[config.mk]
export PLATFORM = sky130hd
export DESIGN_NAME = kamacore_lsu
export DESIGN_NICKNAME = d
export VERILOG_FILES = /design/src/rtl/kamacore_pkg.sv /design/src/rtl/kamacore_lsu_align.sv /design/src/rtl/kamacore_lsu.sv
export SDC_FILE = /design/constraint.sdc
export NUM_CORES = 1
export LEC_CHECK = 0
export BUFFER_PORTS_ARGS = -buffer_cell sky130_fd_sc_hd__buf_2
export CAP_MARGIN = 0
export CORE_MARGIN = 5
export CORE_UTILIZATION = 46
export DETAILED_ROUTE_END_ITERATION = 8
export PLACE_DENSITY_LB_ADDON = 0.12
export SLEW_MARGIN = 20
export SYNTH_ARGS = -nofsm -noshare
export SYNTH_HDL_FRONTEND = slang
export SYNTH_SLANG_ARGS = --single-unit
[constraint.sdc]
create_clock -name clk -period 8.5 [get_ports clk]
set_input_delay 2.55 -clock clk [delete_from_list [all_inputs] [get_ports clk]]
set_output_delay 2.55 -clock clk [all_outputs]
set_load 0.05 [all_outputs]
[src/rtl/kamacore_pkg.sv]
// Shared types and constants for the kamacore load/store path.
package kamacore_pkg;

  localparam int unsigned CPU_WIDTH  = 32;
  localparam int unsigned ADDR_WIDTH = 32;

  typedef enum logic [1:0] {
    IDLE  = 2'd0,
    LOAD  = 2'd1,
    STORE = 2'd2,
    RESP  = 2'd3
  } lsu_state_t;

  localparam logic [2:0] F3_B  = 3'd0;
  localparam logic [2:0] F3_H  = 3'd1;
  localparam logic [2:0] F3_W  = 3'd2;
  localparam logic [2:0] F3_BU = 3'd4;
  localparam logic [2:0] F3_HU = 3'd5;

  // Legal width code for the op kind and naturally aligned for that width.
  function automatic logic lsu_req_ok(input logic we, input logic [2:0] funct3,
                                      input logic [1:0] addr_lo);
    logic ok;
    ok = 1'b0;
    case (funct3)
      F3_B:  ok = 1'b1;
      F3_H:  ok = ~addr_lo[0];
      F3_W:  ok = (addr_lo == 2'b00);
      F3_BU: ok = ~we;
      F3_HU: ok = ~we & ~addr_lo[0];
      default: ok = 1'b0;
    endcase
    return ok;
  endfunction

endpackage

[src/rtl/kamacore_lsu_align.sv]
// Lane steering: sub-word load extraction/extension and store read-modify-write merge.
module kamacore_lsu_align
  import kamacore_pkg::*;
(
  input  logic [2:0]           funct3,
  input  logic [1:0]           addr_lo,
  input  logic [CPU_WIDTH-1:0] word,
  input  logic [CPU_WIDTH-1:0] wdata,
  output logic [CPU_WIDTH-1:0] load_data,
  output logic [CPU_WIDTH-1:0] store_data
);

  localparam int unsigned BYTE_W = 8;
  localparam int unsigned HALF_W = 16;

  logic [BYTE_W-1:0] byte_sel;
  logic [HALF_W-1:0] half_sel;

  always_comb begin
    byte_sel = word[{addr_lo, 3'b000} +: BYTE_W];
    half_sel = addr_lo[1] ? word[CPU_WIDTH-1:HALF_W] : word[HALF_W-1:0];

    load_data = word;
    case (funct3)
      F3_B:  load_data = {{(CPU_WIDTH-BYTE_W){byte_sel[BYTE_W-1]}}, byte_sel};
      F3_BU: load_data = {{(CPU_WIDTH-BYTE_W){1'b0}}, byte_sel};
      F3_H:  load_data = {{(CPU_WIDTH-HALF_W){half_sel[HALF_W-1]}}, half_sel};
      F3_HU: load_data = {{(CPU_WIDTH-HALF_W){1'b0}}, half_sel};
      default: load_data = word;
    endcase

    // Stores keep the untouched lanes of the currently stored word.
    store_data = wdata;
    case (funct3)
      F3_B: begin
        store_data = word;
        store_data[{addr_lo, 3'b000} +: BYTE_W] = wdata[BYTE_W-1:0];
      end
      F3_H: begin
        store_data = word;
        if (addr_lo[1]) store_data[CPU_WIDTH-1:HALF_W] = wdata[HALF_W-1:0];
        else            store_data[HALF_W-1:0]         = wdata[HALF_W-1:0];
      end
      default: store_data = wdata;
    endcase
  end

endmodule

[src/rtl/kamacore_lsu.sv]
// Load/store unit: one request at a time, single-cycle memory op, valid/ready response.
module kamacore_lsu
  import kamacore_pkg::*;
#(
  parameter int unsigned MEM_ADDR_WIDTH = 10
) (
  input  logic                      clk,
  input  logic                      rst,
  input  logic                      req_valid,
  output logic                      req_ready,
  input  logic                      req_we,
  input  logic [2:0]                req_funct3,
  input  logic [CPU_WIDTH-1:0]      req_addr,
  input  logic [CPU_WIDTH-1:0]      req_wdata,
  output logic                      resp_valid,
  input  logic                      resp_ready,
  output logic [CPU_WIDTH-1:0]      resp_rdata,
  output logic                      resp_err,
  output logic [MEM_ADDR_WIDTH-1:0] mem_a,
  output logic                      mem_we,
  output logic [CPU_WIDTH-1:0]      mem_di,
  input  logic [CPU_WIDTH-1:0]      mem_spo
);

  lsu_state_t           state;
  logic                 we_q;
  logic [2:0]           funct3_q;
  logic [1:0]           addr_lo_q;
  logic [CPU_WIDTH-1:0] wdata_q;
  logic [CPU_WIDTH-1:0] load_data;
  logic [CPU_WIDTH-1:0] store_data;
  logic                 req_ok;

  // Address bits above the memory window alias and are deliberately dropped.
  logic unused_addr_hi;
  assign unused_addr_hi = ^req_addr[CPU_WIDTH-1:MEM_ADDR_WIDTH+2];

  assign req_ok = lsu_req_ok(req_we, req_funct3, req_addr[1:0]);

  kamacore_lsu_align u_align (
    .funct3     (funct3_q),
    .addr_lo    (addr_lo_q),
    .word       (mem_spo),
    .wdata      (wdata_q),
    .load_data  (load_data),
    .store_data (store_data)
  );

  // Write data follows the async read port within the STORE cycle.
  assign mem_di = (state == STORE) ? store_data : '0;

  always_ff @(posedge clk or posedge rst) begin
    if (rst) begin
      state      <= IDLE;
      req_ready  <= 1'b1;
      resp_valid <= 1'b0;
      resp_rdata <= '0;
      resp_err   <= 1'b0;
      mem_a      <= '0;
      mem_we     <= 1'b0;
      we_q       <= 1'b0;
      funct3_q   <= '0;
      addr_lo_q  <= '0;
      wdata_q    <= '0;
    end else begin
      case (state)
        IDLE: begin
          if (req_valid) begin
            we_q      <= req_we;
            funct3_q  <= req_funct3;
            addr_lo_q <= req_addr[1:0];
            wdata_q   <= req_wdata;
            req_ready <= 1'b0;
            if (!req_ok) begin
              resp_rdata <= '0;
              resp_err   <= 1'b1;
              resp_valid <= 1'b1;
              state      <= RESP;
            end else begin
              mem_a <= req_addr[MEM_ADDR_WIDTH+1:2];
              if (req_we) begin
                mem_we <= 1'b1;
                state  <= STORE;
              end else begin
                state  <= LOAD;
              end
            end
          end
        end
        LOAD: begin
          resp_rdata <= load_data;
          resp_err   <= 1'b0;
          resp_valid <= 1'b1;
          state      <= RESP;
        end
        STORE: begin
          mem_we     <= 1'b0;
          resp_rdata <= '0;
          resp_err   <= 1'b0;
          resp_valid <= 1'b1;
          state      <= RESP;
        end
        RESP: begin
          if (resp_ready) begin
            resp_valid <= 1'b0;
            req_ready  <= 1'b1;
            state      <= IDLE;
          end
        end
        default: state <= IDLE;
      endcase
    end
  end

endmodule

## Yosys cells after proc, flatten, opt, wreduce, memory -nomap -nowiden

Index checks and enable logic that the tools add are counted.

| operators by class | value |
|---|---|
| add/sub/neg operators | 1 |
| $mul | 0 |
| divide/modulo/power cells | 0 |
| order comparisons | 0 |
| eq/ne operators | 15 |
| shifts and indexed selects | 3 |
| muxes and demuxes | 28 |
| bitwise operators | 3 |
| reductions and logical operators | 17 |

Operators with widths:

| cell | count |
|---|---|
| $pmux 32 s4 | 1 |
| $mux 32 | 3 |
| $pmux 32 s3 | 1 |
| $pmux 32 s2 | 1 |
| $mux 16 | 3 |
| $bwmux 32 | 1 |
| $shift 8x7->32 const A | 1 |
| $shiftx 32x6->8 | 1 |
| $shiftx 8x7->32 | 1 |
| $reduce_and 3->1 | 5 |
| $eq 3x3->1 const B | 4 |
| $ne 2x2->1 const B | 5 |
| $mux 1 | 8 |
| $mux 2 | 4 |
| $neg 5->7 | 1 |
| $eq 3x1->1 const B | 2 |
| $logic_not 3->1 | 2 |
| $pmux 1 s2 | 3 |
| $pmux 2 s3 | 1 |
| $reduce_bool 2->1 | 3 |
| $pmux 1 s5 | 1 |
| $eq 2x2->1 const B | 2 |
| $logic_not 2->1 | 2 |
| $reduce_and 2->1 | 2 |
| 8 further kinds | 9 |

| storage, ports and cells | value |
|---|---|
| flip-flop bits (word level) | 85 |
| latch bits | 0 |
| bits in writable memories | 0 |
| bits in read-only memories | 0 |
| memories | 0 |

## Longest topological paths before layout

Gate-level depths: netlist of run 1.

| depth | value |
|---|---|
| word-level depth | 6 |
| mapped depth | 9 |
| gate-level depth less buffers | 6 |

## Hierarchy

A second synthesis of run 1 with hierarchy kept.

| unflattened totals | value |
|---|---|
| cells, all modules | 624 |
| area total of the unflattened synthesis | 5455.2 um^2 |

By module, submodules not included:

| module | instances | cells each | area each (um^2) | seq. area each (um^2) |
|---|---|---|---|---|
| kamacore_lsu | 1 | 323 | 3694.8 | 2128.3 |
| kamacore_lsu_align | 1 | 301 | 1760.4 | 0.0 |

## Worst setup path after synthesis of run 1

OpenSTA, ideal clock, no wires.

| timing | value |
|---|---|
| path type | in2out |
| start | input port mem_spo[24] |
| end | output port mem_di[24] |
| arrival time | 4.004 ns |
| required time | 5.950 ns |
| setup slack | 1.946 ns |
| cell stages on the path | 3 |
| cells stage by stage | nor3b_1 > a221oi_1 > a211oi_1 |

| on the way | value |
|---|---|
| cells in the longest elaborated chain, start to end | 3 |
| elaborated cells between the ends (all ways) | 4 |
| classes of those cells | 4 x mux |

Ends and longest elaborated chain:

| element | RTL line | text |
|---|---|---|
| start: declaration | kamacore_lsu.sv:22 | `input logic [CPU_WIDTH-1:0] mem_spo` |
| $mux 16 or $bwmux 32 (tied branches) | kamacore_lsu_align.sv:41, kamacore_lsu_align.sv:37 |  |
| $pmux 32 s2 (*) | kamacore_lsu_align.sv:34 | `case (funct3)` |
| $mux 32 (*) | kamacore_lsu.sv:50 | `assign mem_di = (state == STORE) ? store_data : '0;` |
| end: declaration | kamacore_lsu.sv:21 | `output logic [CPU_WIDTH-1:0] mem_di,` |

Every way passes the cells marked *; elsewhere a longest branch is shown, timed or not.

## Worst setup path in the final report of run 1

| timing | value |
|---|---|
| start | input port mem_spo[27] |
| end | output port mem_di[27] |

Same word-level chain as after synthesis.

==> out/qor.yml, run 1 <==
synth:
  synth-seq-cells: 85
  ys_types: 52
  synth_area_per_cell_um2: 10.5
  synth_nets: 583
  yosysWarnings: 0
  yosys.cell_count.top_type: "dfrtp_1"
  async_flop_share_pct: 100
  synthMuxAreaShare_pct: 17.4
  yosys.area_share.simple_pct: 11.3
  synth_flop_cell: "dfrtp_1"
  syn_inst: 470
  synth-xor-area-share_pct: 0
  yosys.area.top_type: "dfrtp_1"
  synth_compound_area_share_pct: 21.6
  synth_fa_ha_area_share_pct: 2.27
  synth_common_cells: "84 x dfrtp_1, 60 x nor2_1, 58 x mux2_2, 32 x nand2_1, 20 x o21ai_0"
  synth_edf_count: 0
  ys_top_cells_by_area: "dfrtp_1 42%, mux2_2 13%, nor2_1 4.5%"
  synth_top_family_by_area: "compound AO/OA/AOI/OAI gates"
  synth.top_cell.area_share_pct: 42.4
  ys_seq_area_share_pct: 42.9
  syn-cell-area_um2: 4960
power:
  p_switching_w: 0.00145
  power.leakage_nw: 2.91
  p_clk_share_pct: 12.9
  comb_power_share_pct: 60.7
  power.internal_w: 0.00131
  swShare_pct: 52.4
  pwr_density_cell_nw_per_um2: 454
  seqPwrFrac_pct: 26.4
  power.total_w: 0.00276
  peakVddDrop_mv: 0.281
clock_tree:
  cts_made_buffers: 9
  htreeDepth: 3
  cts_setup_buffers: 0
  hold_buffers: 0
  cts.repair.resized: 0
  cts_tree: "built"
  clk_pin_slew_ns: 0.09
  clkSinkCount: 85
  clockBufferDepth: 2
  worstSkewPairLatency_ns: 0.37
  cts_root_buf: "clkbuf_8"
route:
  routedWlPerCell_um: 20.3
  vias_per_cell: 5.84
  via_count: 4436
  wl_mm: 15.4
  ant_nets: 0
  remaining_drc_errors: 0
  drt-initial-drc-count: 364
  dr.pass1.iters: 7
setup_path:
  crit_family: "compound AO/OA/AOI/OAI gates"
  reg2regPathDepth: 5
  criticalPathCategory: "in -> out"
  r2r_start: "funct3_q[0]$_DFFE_PP0P_"
  timing.rr.end: "resp_rdata[2]$_DFFE_PP0P_"
  crit_top_cell: "buf_2"
  max_stage_delay_ns: 0.38
  worstPathArrival_ns: 3.75
  startpoint_type: "input port"
  worst-path-buf-inv: 2
  r2r_slack_ns: 5.86
  path_cells: "buf_2 > mux2_2 > a221oi_1 > a211oi_1 > buf_2"
  slowest_stage: "a221oi_1"
  crit_fanout: 5
  cp.required_ns: 5.95
  endpoint_kind: "output port"
global_routing:
  grt_pass1_vias: 4417
  grt_pass1_wl_mm: 24.0
  grt_usage_pct: 23.7
  grt-ovfl-total: 0
  grt_max_degree: 86
  antenna_found_initial: 0
run_status:
  status: "completed"
final_layout:
  fillers: 1002
  nets: 728
  synthToLayoutAreaGrowth_pct: 22.7
  utilization_pct: 56.9
  stdcell_count: 760
  layout-drive-gt1-share_pct: 42.1
  antenna_cells: 0
worst_hold_path:
  holdPathEnd: "resp_rdata[21]$_DFFE_PP0P_"
  whs_path_depth: 2
  min_path_type: "reg -> reg"
  hold_start: "resp_rdata[21]$_DFFE_PP0P_"
sta:
  final-max-slew-violation-count: 0
  fin_crit_ns: 6.30
  rsz0062_at_grt: "false"
  hold_viol: 0
  relSlewSlack_pct: 35.8
  clock_skew_ns: 0.00832
  setup-tns-final_ns: 0
  worst_hold_slack_ns: 0.478
  period_share_pct: 74.1
  fmaxAchievable_mhz: 159
  finalSetupViolations: 0
  tightest_slew_ns: 0.938
placement:
  placed_cells: 744
  dp_hpwl_mm: 11.3
  routabilityCongestion: 0.917
  numPortBuffers: 161
die:
  num_rows: 38
  die_x_um: 114
  core-area_um2: 10700
  die_area_um2: 13000
  io_pins: 182
  start_util_pct: 46.3
  die_y_um: 114
job:
  cap_violations: 0
metrics by stage:
step	cell area, µm²	worst slack, ns
after floorplan	4960	1.95
after global placement	5830	2.25
after detailed placement	5830	2.23
after CTS	6080	2.21
after global routing	6080	2.14
final	6080	2.20
layout make-up:
type	instances	area, µm²	share of cell area, %
Multi-Input combinational cell	336	2620	43.0
Sequential cell	85	2130	35.0
Timing Repair Buffer	167	855	14.0
Tap cell	140	175	2.88
Clock buffer	9	124	2.04
Clock inverter	7	123	2.02
Inverter	16	61.3	1.01
cells by family (layout without fill, tap and decap cells):
family	count (synthesis)	count (layout)
buf+inv	49	199
compound gates	140	140
mux	69	69
simple gates	118	118
flops	85	85
fa+ha+maj	9	9
power groups by stage:
stage | combinational, W | sequential [W] | clock [W]
after floorplan | 0.00115 | 0.000886 | 0
after CTS | 0.00168 | 0.000725 | 0.000364
after global placement | 0.00165 | 0.000727 | 0
after global routing | 0.00180 | 0.000751 | 0.000382
after detailed placement | 0.00167 | 0.000734 | 0
final | 0.00168 | 0.000728 | 0.000357
cell usage in the layout (no fill, tap or decap), drive strengths merged, types with 15 or more instances in the layout:
cell / n
buf: 167
nor2: 60
a221oi: 15
o31ai: 20
dfrtp: 84
o21ai: 21
inv: 16
mux2: 58
nand2: 32
worst register-to-register path: cells and delay by family, from the launching register on:
kind / cells / cell delay [ns]
compound gates: 2 / 0.89
buf+inv: 1 / 0.36
flops: 1 / 0.81
simple gates: 2 / 0.53
state kept, by name, summed over array words and instances, names as in the netlist:
signal and flops:
req_ready 1, mem_we 1, resp_rdata 32, funct3_q 3
state 2, addr_lo_q 2, wdata_q 32, resp_valid 1
mem_a 10, resp_err 1
metal layers:
metal	vias up	wire (µm)	track usage [%]	share of wire (%)
li1	2070	-	-	-
met1	2155	6600	32.6	43
met2	189	7300	38.0	47
met3	22	1210	4.56	7.8
met4	0	325	7.60	2.1
met5	-	0	0	0
how the worst max path moves through the flow:
stage	startpoint	to	depth (start not counted)
detailed placement	mem_spo[27]	mem_di[27]	5
global route	addr_lo_q[0]$_DFFE_PP0P_	mem_di[27]	7
floorplan	mem_spo[24]	mem_di[24]	3
finish	mem_spo[27]	mem_di[27]	5
CTS	mem_spo[27]	mem_di[27]	5
global placement	mem_spo[27]	mem_di[27]	5
Power figures use the tool's default switching activity.
==> run 2: changes to the inputs <==
==> constraint.sdc (replaced) <==
create_clock -name clk -period 6.39 [get_ports clk]
set_input_delay 1.917 -clock clk [delete_from_list [all_inputs] [get_ports clk]]
set_output_delay 1.917 -clock clk [all_outputs]
set_load 0.05 [all_outputs]
==> out/qor.yml, run 2 (synthesis results as in run 1) <==
final_layout:
  synthToLayoutAreaGrowth_pct: 22.0
  regArea_um2: 2130
  fin_area_um2: 6050
  fillers: 1018
  multiInputGateArea_um2: 2620
  antenna_cells: 0
  utilization_pct: 56.5
  final_cell_mix: "161 x buf_2, 84 x dfrtp_1, 60 x nor2_1, 58 x mux2_2, 32 x nand2_1"
  top_regs: "resp_rdata (32), wdata_q (32), mem_a (10)"
  layout_commonest_cell: "buf_2"
  layout-drive-gt1-share_pct: 41.9
  nets: 728
power:
  p_clk_share_pct: 11.2
  swShare_pct: 52.9
  pwr_density_cell_nw_per_um2: 594
  comb_power_share_pct: 61.9
  seqPwrFrac_pct: 26.9
  p_switching_w: 0.00190
  power.internal_w: 0.00169
  peakVddDrop_mv: 0.344
  power.leakage_nw: 2.90
setup_path:
  path_cells: "inv_1 > ha_1 > or3b_2 > nor4_4 > a221oi_1 > a211oi_1 > buf_2"
  worstPathArrival_ns: 3.57
  crit_family: "simple AND/OR/NAND/NOR gates"
  criticalPathCategory: "reg -> out"
  worst-path-buf-inv: 2
  endpoint_kind: "output port"
  max_stage_delay_ns: 0.77
  reg2regPathDepth: 6
  r2r_start: "state[0]$_DFFE_PP0P_"
  cp.required_ns: 4.47
  startpoint_type: "flip-flop"
  crit_fanout: 13
  timing.rr.end: "resp_rdata[1]$_DFFE_PP0P_"
  r2r_slack_ns: 3.71
  slowest_stage: "dfrtp_1"
sta:
  setup_slack_ns: 0.900
  hold_viol: 0
  clock_skew_ns: 0.00996
  worst_hold_slack_ns: 0.478
  relSlewSlack_pct: 31.1
  finalSetupViolations: 0
  rsz0062_at_grt: "false"
  fmaxAchievable_mhz: 182
  period_share_pct: 85.9
  tightest_slew_ns: 1.03
  setup-tns-final_ns: 0
  fin_crit_ns: 5.49
  final-max-slew-violation-count: 0
die:
  die_area_um2: 13000
  core-area_um2: 10700
  start_util_pct: 46.3
  die_x_um: 114
  die_y_um: 114
  num_rows: 38
  io_pins: 182
global_routing:
  grt_usage_pct: 23.8
  grt_pass1_vias: 4509
  grt_max_degree: 86
  grt-ovfl-total: 0
  antenna_found_initial: 0
  grt_pass1_wl_mm: 24.2
worst_hold_path:
  whs_path_depth: 2
  holdPathEnd: "resp_rdata[20]$_DFFE_PP0P_"
  hold_start: "resp_rdata[20]$_DFFE_PP0P_"
  min_path_type: "reg -> reg"
route:
  route.met2.wl_mm: 7.17
  vias_per_cell: 5.94
  remaining_drc_errors: 0
  routedWlPerCell_um: 20.2
  ant_nets: 0
  via_count: 4514
  wl_met3_mm: 1.34
  dr.pass1.iters: 8
  top_layer: "met4"
  wl_mm: 15.3
  met1Wirelength_mm: 6.40
  drt-initial-drc-count: 438
clock_tree:
  cts_setup_buffers: 0
  hold_buffers: 0
  clk_pin_slew_ns: 0.08
  clockBufferDepth: 2
  worstSkewPairLatency_ns: 0.36
  cts_made_buffers: 9
  cts_root_buf: "clkbuf_8"
  clkSinkCount: 85
  htreeDepth: 3
  cts.repair.resized: 0
  cts_tree: "built"
placement:
  routabilityCongestion: 0.888
  pre_cts_slack_ns: 1.31
  numPortBuffers: 161
  post_dp_cell_area_um2: 5830
  dp_hpwl_mm: 11.4
run_status:
  status: "completed"
job:
  cap_violations: 0
[run 2: power groups by stage]
stage | clock [W] | combinational [W] | sequential, W
after global routing | 0.000439 | 0.00239 | 0.00100
after floorplan | 0 | 0.00154 | 0.00118
after detailed placement | 0 | 0.00222 | 0.000977
after global placement | 0 | 0.00220 | 0.000966
final | 0.000402 | 0.00222 | 0.000967
after CTS | 0.000414 | 0.00223 | 0.000965
[run 2: how the worst max path moves through the flow]
stage,startpoint,end,depth (start not counted)
finish,addr_lo_q[0]$_DFFE_PP0P_,mem_di[24],7
global route,addr_lo_q[0]$_DFFE_PP0P_,mem_di[29],7
CTS,addr_lo_q[0]$_DFFE_PP0P_,mem_di[24],7
detailed placement,addr_lo_q[0]$_DFFE_PP0P_,mem_di[24],7
global placement,addr_lo_q[0]$_DFFE_PP0P_,mem_di[31],7
floorplan,addr_lo_q[1]$_DFFE_PP0P_,mem_di[24],8
[run 2: cell type report]
| class | instances | share of cell area, % |
|---|---|---|
| clock buffers | 12 | 2.57 |
| multi-input cells | 336 | 43.3 |
| flip-flops and latches | 85 | 35.2 |
| clock inverters | 4 | 0.931 |
| repair buffers | 167 | 14.1 |
| inverters | 16 | 1.01 |
| well taps | 140 | 2.90 |
[run 2: metrics by stage]
step           cells  total power [W]
2_1_floorplan    470          0.00271
3_3_place_gp     744          0.00316
3_5_place_dp     744          0.00320
4_1_cts          760          0.00361
5_1_grt          760          0.00383
6_report         760          0.00359
[run 2: worst reg2reg max path, cell delays in order (launching register included)]
cell and delay (ns):
dfrtp_1 0.42, inv_1 0.10, ha_1 0.36, mux2_2 0.25, o221ai_4 0.39, a2111oi_0 0.97
a21o_1 0.14
[run 2: layer usage]
metal | vias up | track usage, %
met1 | 2190 | 32.3
met4 | 0 | 7.92
met2 | 223 | 37.4
met5 | - | 0
li1 | 2072 | -
met3 | 29 | 6.05
==> run 3: changes to the inputs <==
--- a/config.mk
+++ b/config.mk
@@ -7,10 +7,12 @@
 export LEC_CHECK = 0
 export BUFFER_PORTS_ARGS = -buffer_cell sky130_fd_sc_hd__buf_2
 export CAP_MARGIN = 0
+export CORE_ASPECT_RATIO = 0.8
 export CORE_MARGIN = 5
 export CORE_UTILIZATION = 46
 export DETAILED_ROUTE_END_ITERATION = 8
 export PLACE_DENSITY_LB_ADDON = 0.12
+export SKIP_LAST_GASP = 1
 export SLEW_MARGIN = 20
 export SYNTH_ARGS = -nofsm -noshare
 export SYNTH_HDL_FRONTEND = slang
==> out/qor.yml, run 3 (synthesis results as in run 1) <==
run_status:
  status: "completed"
final_layout:
  final_cell_mix: "161 x buf_2, 84 x dfrtp_1, 60 x nor2_1, 58 x mux2_2, 32 x nand2_1"
  utilization_pct: 59.1
  synthToLayoutAreaGrowth_pct: 24.1
  layout_commonest_cell: "buf_2"
  top_regs: "resp_rdata (32), wdata_q (32), mem_a (10)"
  layout-drive-gt1-share_pct: 42.2
  antenna_cells: 0
  nets: 729
clock_tree:
  hold_buffers: 0
  clkSinkCount: 85
  htreeDepth: 3
  cts.repair.resized: 0
  clockBufferDepth: 2
  clk_pin_slew_ns: 0.06
  cts_made_buffers: 9
  cts_setup_buffers: 0
  worstSkewPairLatency_ns: 0.34
  cts_tree: "built"
  cts_root_buf: "clkbuf_16"
setup_path:
  cp-startpoint: "addr_lo_q[1]$_DFFE_PP0P_"
  worstPathArrival_ns: 3.55
  crit_end: "mem_di[29]"
  reg2regPathDepth: 4
  max_stage_delay_ns: 0.76
  cp.required_ns: 4.47
  r2r_start: "addr_lo_q[1]$_DFFE_PP0P_"
  criticalPathCategory: "reg -> out"
  path_cells: "inv_2 > ha_1 > or3b_2 > nor4_4 > a221oi_1 > a211oi_1 > buf_2"
  crit_fanout: 16
  startpoint_type: "flip-flop"
  slowest_stage: "dfrtp_1"
  r2r_slack_ns: 3.81
  endpoint_kind: "output port"
  timing.rr.end: "resp_rdata[31]$_DFFE_PP0P_"
route:
  drt-initial-drc-count: 424
  wl_mm: 15.6
  routedWlPerCell_um: 20.5
  ant_nets: 0
  via_count: 4508
  vias_per_cell: 5.92
  dr.pass1.iters: 7
  remaining_drc_errors: 0
sta:
  tightest_slew_ns: 1.02
  rsz0062_at_grt: "false"
  relSlewSlack_pct: 31.2
  finalSetupViolations: 0
  setup-tns-final_ns: 0
  setup_slack_ns: 0.927
  clock_skew_ns: 0.00755
  hold_viol: 0
  final-max-slew-violation-count: 0
  period_share_pct: 85.5
  fmaxAchievable_mhz: 183
  fin_crit_ns: 5.46
  worst_hold_slack_ns: 0.472
global_routing:
  grt_max_degree: 86
  grt_pass1_wl_mm: 24.1
  grt-ovfl-total: 0
  grt_pass1_vias: 4421
  antenna_found_initial: 0
  grt_usage_pct: 23.9
power:
  power.total_w: 0.00375
  swShare_pct: 51.8
  p_clk_share_pct: 14.4
  comb_power_share_pct: 60.1
  pwr_density_cell_nw_per_um2: 610
  power.internal_w: 0.00181
  seqPwrFrac_pct: 25.5
  p_switching_w: 0.00195
  peakVddDrop_mv: 0.397
  power.leakage_nw: 2.95
job:
  cap_violations: 0
die:
  core-area_um2: 10400
  die_area_um2: 13000
  num_rows: 33
  start_util_pct: 47.6
  die_y_um: 103
  io_pins: 182
  die_x_um: 126
placement:
  dp_hpwl_mm: 11.5
  pre_cts_slack_ns: 1.36
  numPortBuffers: 161
  routabilityCongestion: 0.897
worst_hold_path:
  min_path_type: "reg -> reg"
-- run 3: changes by cell type in the layout (fill, tap and decap cells not counted) --
cell        delta
clkbuf_8      -10
clkbuf_16      +9
clkinv_4       -2
clkinvlp_4     +2
buf_4          +1
clkbuf_1       -1
clkinv_2       +1
inv_8          +1
-- run 3: per-layer routing --
layer / share of wire (%) / GRT usage [%] / vias up
li1: - / - / 2075
met1: 41 / 32.4 / 2137
met2: 46 / 36.7 / 248
met3: 11 / 7.41 / 48
met4: 2.4 / 8.16 / 0
met5: 0 / 0 / -
-- run 3: how the worst min path moves through the flow --
stage	end	depth (start not counted)	from
floorplan	wdata_q[16]$_DFFE_PP0P_	1	wdata_q[16]$_DFFE_PP0P_
global placement	resp_rdata[31]$_DFFE_PP0P_	2	resp_rdata[31]$_DFFE_PP0P_
detailed placement	resp_rdata[1]$_DFFE_PP0P_	1	resp_rdata[1]$_DFFE_PP0P_
CTS	resp_rdata[1]$_DFFE_PP0P_	1	resp_rdata[1]$_DFFE_PP0P_
global route	resp_rdata[18]$_DFFE_PP0P_	2	resp_rdata[18]$_DFFE_PP0P_
finish	resp_rdata[19]$_DFFE_PP0P_	2	resp_rdata[19]$_DFFE_PP0P_
-- run 3: final cells by class --
| cell class | count | area [µm²] |
|---|---|---|
| fill | 948 | 4250 |
| multi-input combinational | 336 | 2620 |
| tap | 140 | 175 |
| clock inverter | 6 | 70.1 |
| inverter | 16 | 61.3 |
| sequential | 85 | 2130 |
| timing repair buffer | 168 | 862 |
| clock buffer | 10 | 239 |
-- run 3: critical path: cells and delay by family, from the launching register on --
kind,cells,cell delay [ns]
compound gates,2,0.56
fa+ha+maj,1,0.38
buf+inv,2,0.56
flops,1,0.76
simple gates,2,0.94
-- run 3: power by group through the flow --
stage          sequential (W)  combinational, W  clock, W
6_report             0.000956           0.00226  0.000540
5_1_grt              0.000978           0.00242  0.000572
4_1_cts              0.000950           0.00226  0.000548
3_5_place_dp         0.000960           0.00225         0
3_3_place_gp         0.000949           0.00221         0
2_1_floorplan         0.00118           0.00154         0
-- run 3: stage by stage --
stage,std cells,area (µm²)
floorplan,470,4960
global placement,745,5840
detailed placement,745,5840
CTS,761,6150
global route,761,6150
finish,761,6150
